$ cat src/rtl/itof_pipe.sv
// itof_pipe: 3-stage int32 to IEEE-754 single converter, round-nearest-even.
// Stages: sign/magnitude, normalize, round/pack; one result per cycle.
package itof_pkg;
    typedef struct packed {
        logic        v;
        logic        s;
        logic        z;
        logic [31:0] m;
    } s1_t;

    typedef struct packed {
        logic        v;
        logic        s;
        logic        z;
        logic [7:0]  e;
        logic [30:0] f;
    } s2_t;
endpackage

module itof_pipe
    import itof_pkg::*;
#(
    parameter bit UNSIGNED_IN = 1'b0
) (
    input  logic        clk,
    input  logic        rst,
    input  logic        in_valid,
    output logic        in_ready,
    input  logic [31:0] x,
    output logic        out_valid,
    input  logic        out_ready,
    output logic [31:0] y
);

    logic        adv;
    s1_t         s1_q;
    s1_t         s1_d;
    s2_t         s2_q;
    s2_t         s2_d;
    logic [4:0]  lz;
    logic [30:0] n;
    logic        rnd;
    logic [23:0] fr;
    logic [7:0]  e3;
    logic [31:0] y_d;

    assign adv      = ~out_valid | out_ready;
    assign in_ready = adv;

    always_comb begin
        s1_d   = '0;
        s1_d.v = in_valid;
        s1_d.s = x[31] & ~UNSIGNED_IN;
        s1_d.z = (x == 32'd0);
        s1_d.m = s1_d.s ? (~x + 32'd1) : x;
    end

    always_comb begin
        lz = 5'd0;
        for (int i = 0; i < 32; i++) begin
            if (s1_q.m[i]) lz = 5'(31 - i);
        end
    end

    // Leading one is implied after normalization, so only keep bits below it.
    assign n = 31'(s1_q.m << lz);

    always_comb begin
        s2_d   = '0;
        s2_d.v = s1_q.v;
        s2_d.s = s1_q.s;
        s2_d.z = s1_q.z;
        s2_d.e = 8'd158 - {3'd0, lz};
        s2_d.f = n;
    end

    // Carry out of the 23-bit fraction means the mantissa rolled to 2.0.
    assign rnd = s2_q.f[7] & ((|s2_q.f[6:0]) | s2_q.f[8]);
    assign fr  = {1'b0, s2_q.f[30:8]} + {23'd0, rnd};
    assign e3  = s2_q.e + {7'd0, fr[23]};
    assign y_d = s2_q.z ? 32'd0 : {s2_q.s, e3, fr[22:0]};

    always_ff @(posedge clk) begin
        if (rst) begin
            s1_q      <= '0;
            s2_q      <= '0;
            out_valid <= 1'b0;
            y         <= 32'd0;
        end else if (adv) begin
            s1_q      <= s1_d;
            s2_q      <= s2_d;
            out_valid <= s2_q.v;
            y         <= y_d;
        end
    end

endmodule
$ cat config.mk
export PLATFORM = sky130hd
export DESIGN_NAME = itof_pipe
export DESIGN_NICKNAME = d
export VERILOG_FILES = /design/src/rtl/itof_pipe.sv
export SDC_FILE = /design/constraint.sdc
export NUM_CORES = 1
export LEC_CHECK = 0
export ABC_AREA = 1
export ABC_CLOCK_PERIOD_IN_PS = 3700
export BUFFER_PORTS_ARGS = -buffer_cell sky130_fd_sc_hd__buf_4
export CAP_MARGIN = 20
export CORE_MARGIN = 2
export CORE_UTILIZATION = 60
export DETAILED_ROUTE_END_ITERATION = 10
export HOLD_SLACK_MARGIN = 0.1
export PLACE_DENSITY_LB_ADDON = 0.15
export SLEW_MARGIN = 20
export SYNTH_ARGS = -nofsm -noshare
export SYNTH_HDL_FRONTEND = slang
export SYNTH_SLANG_ARGS = --single-unit
$ cat constraint.sdc
create_clock -name clk -period 3.7 [get_ports clk]
set_clock_uncertainty 0.2 [all_clocks]
set_input_delay 0.74 -clock clk [delete_from_list [all_inputs] [get_ports clk]]
set_output_delay 0.74 -clock clk [all_outputs]
set_load 0.05 [all_outputs]
==> impl_metrics.ini <==
[final_layout]
final_cell_mix = nand2_1, nand3_1, inv_1
mostFrequentLayoutCell = nand2_1
drive_gt1_frac = 0.1479
nets = 1287
num-fill-cells = 1025
n_antenna_cell = 0
regArea_um2 = 2207
syn_to_final_growth_pct = 18.78
multiInputGateArea_um2 = 4268
stdcell_count = 1394

[place]
io_buffers = 69
preCtsSetupSlack_ps = -39.06
placed_cells = 1350
place_congestion = 0.9183
dp_hpwl_mm = 13.15

[drt]
routed_via_density = 5.745
drtIter0Drc = 673
vias = 8009
ant_nets = 0
wl_met2_mm = 9.583
wl_mm = 19.76
dr.max_layer_used = met4
met1_length_mm = 8.535
wl_per_cell_um = 14.18
drtPass1Iterations = 6
drc = 0
wl_met3_mm = 1.170

[global_routing]
grt_pass1_wl_mm = 32.78
antenna_found_initial = 0
grt_pass1_vias = 7141
grt_overflow = 0
grt_use_total = 0.3069
grt_max_degree = 77

[clock_network]
htree_num_levels = 3
clkTransAtPathRegs_ps = 80
clk-insertion-delay-late_ps = 360
cts_buffers = 9
clk_path_buf_depth = 2
tritoncts = built
clock_sinks = 110
cts_root_buf = clkbuf_16
cts_hold_buf = 0

[power_and_ir_drop]
power_w = 0.003843
p_leak_nw = 4.042
ir_drop_mv = 0.4310
p_per_area_nw_per_um2 = 454.6

[yosys]
synth_ff_type = dfxtp_1
synth_top_area_frac = 0.3094
syn_avg_cell_area_um2 = 6.041
synth_largest_area_cell = dfxtp_1
yosysWarnings = 0
ys_seq_elements = 110
synthCells = 1178
ys_types = 41
synth_area_leaders = dfxtp_1, nand2_1, nand3_1
yosysSeqAreaShare = 0.3094
synth_fp_nets = 1219
netlist_area_um2 = 7117
synth_edf_count = 0
async_flop_share = 0

[outcome]
status = finished, violations left
violations = negative setup slack

[floorplanning]
io_pins = 70
rows = 39
die_area_um2 = 12750
fp.dieW_um = 112.9
initial_core_util = 0.6180
die_y_um = 112.9
core-area_um2 = 11520

[worst_setup_path]
worstPathRequired_ps = 3730
crit_fanout = 3
worst_path_largest_cell_delay_ps = 340
cp-start-kind = register
arrival_ps = 3850
crit_slowest_cell = dfxtp_2
end_kind = register
cp_common_cell = buf_4
crit_type = register to register
r2r_cells = 31

[sta]
rsz0062_at_grt = true
finalCriticalPeriod_ps = 3819
layout_setup_ws_ps = -118.8
drv_slew = 0
maxSlewHeadroom = 0.4896
hold_slack_ps = 263.8
period_share = 1.032
hold_viol_final = 0
setup_viol_count_final = 3
tightestPinTransition_ps = 764.8
clock.fmax_ghz = 0.2619

[min_path]
hp-class = register to register
holdPathStages = 2

[flow_run]
maxCapViolCount = 0
## metal layers
| layer | GRT usage | vias to the layer above |
|---|---|---|
| li1 | - | 4030 |
| met1 | 0.3941 | 3656 |
| met2 | 0.5317 | 273 |
| met3 | 0.05731 | 50 |
| met4 | 0.08211 | 0 |
| met5 | 0 | - |
## synthesized netlist by cell type (2+ instances only)
cell / number
nand2_1: 306
nand3_1: 228
inv_1: 145
dfxtp_1: 110
nor2_1: 91
a21oi_1: 77
clkbuf_1: 48
o21ai_0: 37
nor3_1: 30
o221ai_1: 25
nand4_1: 8
buf_1: 7
nor4_1: 7
ha_1: 5
xor2_1: 5
a31oi_1: 4
nor3_2: 4
o211ai_1: 4
buf_4: 3
buf_6: 3
nand3b_1: 3
xnor2_1: 3
a211oi_1: 2
a22oi_1: 2
clkinv_1: 2
nand2_4: 2
o21ai_1: 2
or2_2: 2
## power breakdown
part	total [W]	switching [W]	internal [W]
sequential	0.00145	0.000124	0.00133
clock	0.00103	0.000486	0.000542
combinational	0.00136	0.000905	0.000456
## repair_timing
item	CTS	global route
setup buffers	22	7
setup endpoints to repair	3	41
gates resized for setup	11	38
pin swaps	0	7
## registers in the layout, indices dropped and copies added (netlist names)
signal	count
out_valid	1
s1_q	35
s2_q	42
y	32
## area by class of cell
type                            instances  area share
Clock buffer                            9     0.02664
Inverter                              148     0.06572
Multi-Input combinational cell        858      0.5049
Timing Repair Buffer                  119      0.1095
Sequential cell                       110      0.2611
Tap cell                              143     0.02117
Clock inverter                          7     0.01095
## critical path: cells and delay by family, from the launching register on
kind            cells  cell delay, ps
simple gates       16            1680
buf+inv            14            1380
flops               1             340
compound gates      1              60
## path summary, 6_finish.rpt
check | startpoint | endpoint | slack, ps
worst min-delay path | y[2] | y[2] | 260
worst max-delay path | s2_q[8] | y[21] | -120
worst max register to register | s2_q[8] | y[21] | -120
worst min register to register | y[2] | y[2] | 260
## logic make-up (layout without fill, tap and decap cells)
group,after synthesis,count (layout),share of synthesized area
compound gates,162,162,0.1363
fa+ha+maj,5,5,0.008790
xor+xnor,8,8,0.009846
flops,110,110,0.3094
buf+inv,210,283,0.1157
simple gates,683,683,0.4200
## metrics by stage
stage                     utilization  setup TNS [ps]  instance area (µm²)
after floorplan                     -               0                 7117
after global placement         0.6716               0                 7734
after detailed placement       0.6716          -96.17                 7734
after CTS                      0.7169               0                 8255
after global routing           0.7340           -1685                 8453
final                          0.7340          -191.3                 8453
Power figures use the tool's default switching activity.
